[src/rtl/life_pkg.sv]
// Shared types and constants for the Game of Life engine: FSM states and the
// Galois LFSR used to fill the grid with a pseudo-random pattern.
package life_pkg;

    typedef enum logic [1:0] {
        S_IDLE   = 2'd0,
        S_RANDOM = 2'd1,
        S_RUN    = 2'd2,
        S_HALT   = 2'd3
    } state_t;

    localparam logic [31:0] LFSR_MASK    = 32'h8020_0003;
    localparam logic [31:0] LFSR_DEFAULT = 32'h0000_0001;

    // One right-shift step of the Galois LFSR; feedback taps applied when bit 0 falls out.
    function automatic logic [31:0] lfsr_advance(input logic [31:0] v);
        return v[0] ? ((v >> 1) ^ LFSR_MASK) : (v >> 1);
    endfunction

endpackage

[src/rtl/life_next.sv]
// Combinational B3/S23 next-generation computation for a ROWS x COLS grid.
// Edge neighbours either wrap toroidally or read as dead, selected by i_wrap.
module life_next #(
    parameter int ROWS = 8,
    parameter int COLS = 8
) (
    input  logic [ROWS*COLS-1:0] i_grid,
    input  logic                 i_wrap,
    output logic [ROWS*COLS-1:0] o_next
);

    genvar gi, gj;
    generate
        for (gi = 0; gi < ROWS*COLS; gi++) begin : g_cell
            localparam int R = gi / COLS;
            localparam int C = gi % COLS;
            logic [8:0] w_nb;
            logic [3:0] w_cnt;

            // 3x3 window, gj = 4 is the cell itself and never counts.
            for (gj = 0; gj < 9; gj++) begin : g_nb
                localparam int  RR     = R + gj / 3 - 1;
                localparam int  CC     = C + gj % 3 - 1;
                localparam bit  INSIDE = (RR >= 0) && (RR < ROWS) && (CC >= 0) && (CC < COLS);
                localparam int  IDX    = ((RR + ROWS) % ROWS) * COLS + ((CC + COLS) % COLS);
                if (gj == 4) begin : g_self
                    assign w_nb[gj] = 1'b0;
                end else if (INSIDE) begin : g_in
                    assign w_nb[gj] = i_grid[IDX];
                end else begin : g_edge
                    assign w_nb[gj] = i_wrap & i_grid[IDX];
                end
            end

            assign w_cnt     = 4'($countones(w_nb));
            assign o_next[gi] = (w_cnt == 4'd3) | (i_grid[gi] & (w_cnt == 4'd2));
        end
    endgenerate

endmodule

[src/rtl/life_engine.sv]
// Game of Life engine: grid register, seed/LFSR loading, single-step and
// free-running evolution with still-life halt and extinction flag.
module life_engine
    import life_pkg::*;
#(
    parameter int ROWS    = 8,
    parameter int COLS    = 8,
    parameter int GEN_W   = 16,
    parameter int RUN_DIV = 1
) (
    input  logic                 clk,
    input  logic                 reset,
    input  logic                 seed_load,
    input  logic [ROWS*COLS-1:0] seed,
    input  logic                 rand_start,
    input  logic [31:0]          lfsr_seed,
    input  logic                 step,
    input  logic                 run,
    input  logic                 wrap,
    output logic [ROWS*COLS-1:0] grid,
    output logic [GEN_W-1:0]     gen_count,
    output logic                 busy,
    output logic                 stable,
    output logic                 extinct
);

    localparam int N      = ROWS * COLS;
    localparam int TICK_W = (RUN_DIV > 1) ? $clog2(RUN_DIV) : 1;
    localparam int BIT_W  = $clog2(N + 1);
    localparam logic [TICK_W-1:0] TICK_LAST = TICK_W'(RUN_DIV - 1);
    localparam logic [BIT_W-1:0]  BIT_LAST  = BIT_W'(N - 1);

    state_t             r_state;
    logic [N-1:0]       r_grid;
    logic [GEN_W-1:0]   r_gen;
    logic               r_stable;
    logic [31:0]        r_lfsr;
    logic [TICK_W-1:0]  r_tick;
    logic [BIT_W-1:0]   r_bit;

    logic [N-1:0]       w_next;
    logic               w_rand_go;
    logic               w_commit;

    life_next #(.ROWS(ROWS), .COLS(COLS)) u_next (
        .i_grid (r_grid),
        .i_wrap (wrap),
        .o_next (w_next)
    );

    // rand_start is dropped while a fill is already in progress.
    assign w_rand_go = rand_start && (r_state != S_RANDOM);
    assign w_commit  = ((r_state == S_IDLE) && step) ||
                       ((r_state == S_RUN) && run && (r_tick == TICK_LAST));

    always_ff @(posedge clk) begin
        if (reset) begin
            r_state  <= S_IDLE;
            r_grid   <= '0;
            r_gen    <= '0;
            r_stable <= 1'b0;
            r_lfsr   <= LFSR_DEFAULT;
            r_tick   <= '0;
            r_bit    <= '0;
        end else if (seed_load) begin
            r_state  <= S_IDLE;
            r_grid   <= seed;
            r_gen    <= '0;
            r_stable <= 1'b0;
            r_tick   <= '0;
        end else if (w_rand_go) begin
            r_state  <= S_RANDOM;
            r_lfsr   <= (lfsr_seed == 32'd0) ? LFSR_DEFAULT : lfsr_seed;
            r_bit    <= '0;
            r_gen    <= '0;
            r_stable <= 1'b0;
            r_tick   <= '0;
        end else if (w_commit) begin
            r_tick <= '0;
            // An unchanged grid can never change again, so park in HALT.
            if (w_next == r_grid) begin
                r_stable <= 1'b1;
                r_state  <= S_HALT;
            end else begin
                r_grid   <= w_next;
                r_stable <= 1'b0;
                if (!(&r_gen))
                    r_gen <= r_gen + 1'b1;
            end
        end else begin
            case (r_state)
                S_RANDOM: begin
                    r_grid <= {r_grid[N-2:0], r_lfsr[0]};
                    r_lfsr <= lfsr_advance(r_lfsr);
                    r_bit  <= r_bit + 1'b1;
                    if (r_bit == BIT_LAST)
                        r_state <= S_IDLE;
                end
                S_IDLE: begin
                    if (run) begin
                        r_state <= S_RUN;
                        r_tick  <= '0;
                    end
                end
                S_RUN: begin
                    if (!run) begin
                        r_state <= S_IDLE;
                        r_tick  <= '0;
                    end else begin
                        r_tick <= r_tick + 1'b1;
                    end
                end
                default: ;
            endcase
        end
    end

    assign grid      = r_grid;
    assign gen_count = r_gen;
    assign stable    = r_stable;
    assign busy      = (r_state == S_RANDOM);
    assign extinct   = (r_grid == '0);

endmodule
[config.mk]
export PLATFORM = sky130hd
export DESIGN_NAME = life_engine
export DESIGN_NICKNAME = d
export VERILOG_FILES = /design/src/rtl/life_pkg.sv /design/src/rtl/life_next.sv /design/src/rtl/life_engine.sv
export SDC_FILE = /design/constraint.sdc
export NUM_CORES = 1
export LEC_CHECK = 0
export CORE_AREA = 8 8 202 204
export DETAILED_ROUTE_END_ITERATION = 8
export DIE_AREA = 0 0 210 212
export HOLD_SLACK_MARGIN = 0.12
export PLACE_DENSITY = 0.89
export SETUP_SLACK_MARGIN = 0.4
export SYNTH_ARGS = -nofsm -noshare
export SYNTH_HDL_FRONTEND = slang
export SYNTH_SLANG_ARGS = --single-unit
[constraint.sdc]
create_clock -name clk -period 5.64 [get_ports clk]
set_input_delay 1.128 -clock clk [delete_from_list [all_inputs] [get_ports clk]]
set_output_delay 1.128 -clock clk [all_outputs]
set_load 0.05 [all_outputs]
==> run summary <==
Status: complete, no violations
Die area: 44520 µm²
First-pass iteration count of the detailed router: 8
Layout fillers: 2906
Hold_buf cts: 0
R2r startpoint: grid[43]
RSZ-0062 raised after global routing: yes
Final Cell Area: 26530 µm²
Clk buf depth: 2
Syn nets: 3005
Hold_sp: r_lfsr[21]
Synth Instances: 2395
Worst hold slack: 0.4788 ns
CP peak stage delay: 0.50 ns
Startpoint Class: primary input
Input/output buffers: 185
Setup violators final: 0
Area Overhead vs Synth: 30.42%
Final hold vios: 0
Worst VDD drop: 0.2275 mV
Clock tree root buffer cell: clkbuf_16
DP HPWL: 76730 µm
Clock slew at reported path FFs: 0.06 ns
Synthesized cell area: 20340 µm²
Slowest cell on crit path: fa_1
CP Max Fanout: 6
Final period utilization: 97.45%
Worst skew pair latency: 0.50 ns
Distinct cell type count after synthesis: 75
Sequential area share after synthesis: 12.11%
Die W: 210 µm
Max_cap viols: 0
Pins Over Slew Limit: 0
HP Class: flip-flop to flip-flop
Setup slack, reg-to-reg: 0.24 ns
Capturing point of the worst reg2reg path: gen_count[4]
CTS tree: built
Most common cell after layout, fill and taps aside: inv_1
Finished Core Util: 69.94%
Total Nets Final: 3445
Routed wire length: 95200 µm
Vias: 21400
CP endpoint kind: flip-flop
Final ANT Viol Nets: 0
Most frequent cells in the layout: 358 x inv_1, 293 x buf_4, 245 x ha_1, 243 x fa_1, 201 x nor2_1
Power Dens Cells: 221.3 nW/µm²
Number of synthesized flops with an enable pin: 0
Worst R2R Path Depth: 18
Leakage: 0.01185 µW
Peak Freq: 0.1819 GHz
Cts bufs inserted: 17
Slew margin rel.: 13.04%
Post-layout minimum cycle time: 5.496 ns
H-tree depth: 4
Pin count of the biggest net entering global routing: 80
GRT overflow: 0
Mean Syn Cell Area: 8.492 µm²
Sink Count: 123
Initial Util: 53.63%
Detailed-route DRC error count: 0
First-pass GRT wire length: 137300 µm
Hold Path Sink: r_lfsr[21]
Prevailing post-synth register cell: dfxtp_1
# IOs: 186
Total GRT Usage: 42.02%
1st-iter DRT viols: 2604
CP Data Arrival Time: 5.90 ns
Area post-placement: 24720 µm²
Critical Path RT: 6.04 ns
Crit Path Category: primary input to flip-flop
Via/cell ratio: 6.354
Routed length per instance: 28.27 µm
YS warnings: 0
Worst hold stages: 2
Clk_skew: 0.01854 ns
Initial antenna violation count: 3
Worst slew pin tran: 1.301 ns
GP Congestion: 1.119
CP Cell Sequence: buf_8 -> buf_12 -> and2_4 -> buf_6 -> ha_4 -> fa_1 -> inv_2 -> fa_2 -> fa_1 -> nor4_2 -> a32oi_2 -> buf_4 -> or3_4 -> nand4_1 -> nor4_2 -> and4b_2 -> buf_6 -> and2_4 -> buf_6 -> clkbuf_16 -> or3_1 -> a21oi_1
Asr flop ratio synth: 0%
Vias in the first global route: 21720
Core area: 37930 µm²
# rows: 72
Die height: 212 µm
Most used cell, CP: buf_6
Share of layout cells above drive strength 1: 16.78%
Synth Register Bits: 123
==> timing repair <==
item | in CTS | in global routing
gates resized for setup | 61 | 82
pin swaps | 27 | 47
setup endpoints to repair | 83 | 83
buffers inserted | 13 | 12
cloned | 8 | 4
endpoints found under the hold margin | 0 | 0
==> area by class of cell <==
type                    instances  area, µm²  share of cell area, %
diodes                          2      5.005                0.01887
inverters                     364       1369                  5.160
clock inverters                15      180.2                 0.6792
well taps                     518      648.1                  2.443
clock buffers                  17      425.4                  1.604
multi-input cells            1822      16730                  63.06
flip-flops and latches        123       2467                  9.301
repair buffers                507       4705                  17.73
==> worst max-delay path, delay by kind of cell <==
| family | cells | cell delay (ns) |
|---|---|---|
| compound gates | 2 | 0.29 |
| fa+ha+maj | 4 | 1.61 |
| buf+inv | 8 | 1.00 |
| simple gates | 8 | 1.88 |
==> cells in the mapped netlist, types with 12 or more instances <==
library cell	n	area share (%)
nor4_1	32	0.98
nand3_1	49	1.2
nand2_1	174	3.2
and2_1	34	1.0
nor2_1	204	3.8
a2111oi_0	17	0.73
clkbuf_1	72	1.3
nor3b_1	35	1.3
nor4b_1	30	1.3
fa_1	255	25
a31oi_1	18	0.55
or4_1	12	0.44
nand3b_1	14	0.52
nand2b_1	35	1.1
o21ai_1	15	0.37
xnor2_1	12	0.52
nand4_1	39	1.2
a22oi_1	18	0.66
a311oi_1	30	1.3
mux2i_1	79	3.9
nor3_1	39	0.96
or3_1	14	0.43
o21ai_0	92	2.3
a21oi_1	114	2.8
and3_1	15	0.46
a211oi_1	19	0.70
dfxtp_1	123	12
nor2b_1	49	1.5
inv_1	364	6.7
ha_1	252	16
==> stage by stage <==
| stage | setup TNS [ns] | power (µW) | worst slack, ns | instances |
|---|---|---|---|---|
| floorplan | 0 | 2891 | 0.3814 | 2395 |
| global placement | -89.72 | 4232 | -1.153 | 3297 |
| detailed placement | -93.13 | 4328 | -1.220 | 3297 |
| CTS | 0 | 5660 | 0.2633 | 3350 |
| global route | 0 | 6133 | 0.05835 | 3366 |
| finish | 0 | 5871 | 0.1439 | 3368 |
==> sequential cells by signal, indices dropped and copies added (netlist names) <==
signal,count
r_bit,7
gen_count,16
r_tick,1
r_state,2
r_lfsr,32
stable,1
grid,64
==> where the power goes <==
group	internal (µW)	switching [µW]
combinational	1500	2120
sequential	923	100
clock	668	557
total	3100	2780
==> worst max path at each step <==
| stage | to | cells past startpoint | start | slack (ns) |
|---|---|---|---|---|
| 6_report | gen_count[4] | 22 | wrap | 0.14 |
| 5_1_grt | gen_count[8] | 22 | wrap | 0.06 |
| 4_1_cts | grid[52] | 20 | wrap | 0.26 |
| 3_5_place_dp | grid[40] | 20 | wrap | -1.22 |
| 3_3_place_gp | grid[11] | 20 | wrap | -1.15 |
| 2_1_floorplan | grid[10] | 19 | wrap | 0.38 |
==> kinds of logic (layout without fill, tap and decap cells) <==
| kind of cell | count (synthesis) | count (layout) | share of synthesized area, % |
|---|---|---|---|
| simple gates | 802 | 802 | 20.59 |
| buf+inv | 450 | 903 | 8.637 |
| other cells | 0 | 2 | 0 |
| xor+xnor | 21 | 21 | 0.9043 |
| fa+ha+maj | 507 | 507 | 40.60 |
| compound gates | 407 | 407 | 12.94 |
| flops | 123 | 123 | 12.11 |
| mux | 85 | 85 | 4.220 |
==> metal layers <==
metal,wire length [µm],vias to the layer above,track usage [%]
met5,26,-,0
met2,41230,1463,64.80
met3,10930,405,12.31
li1,-,9123,-
met1,34320,10410,49.29
met4,8693,4,31.93
Power figures use the tool's default switching activity.
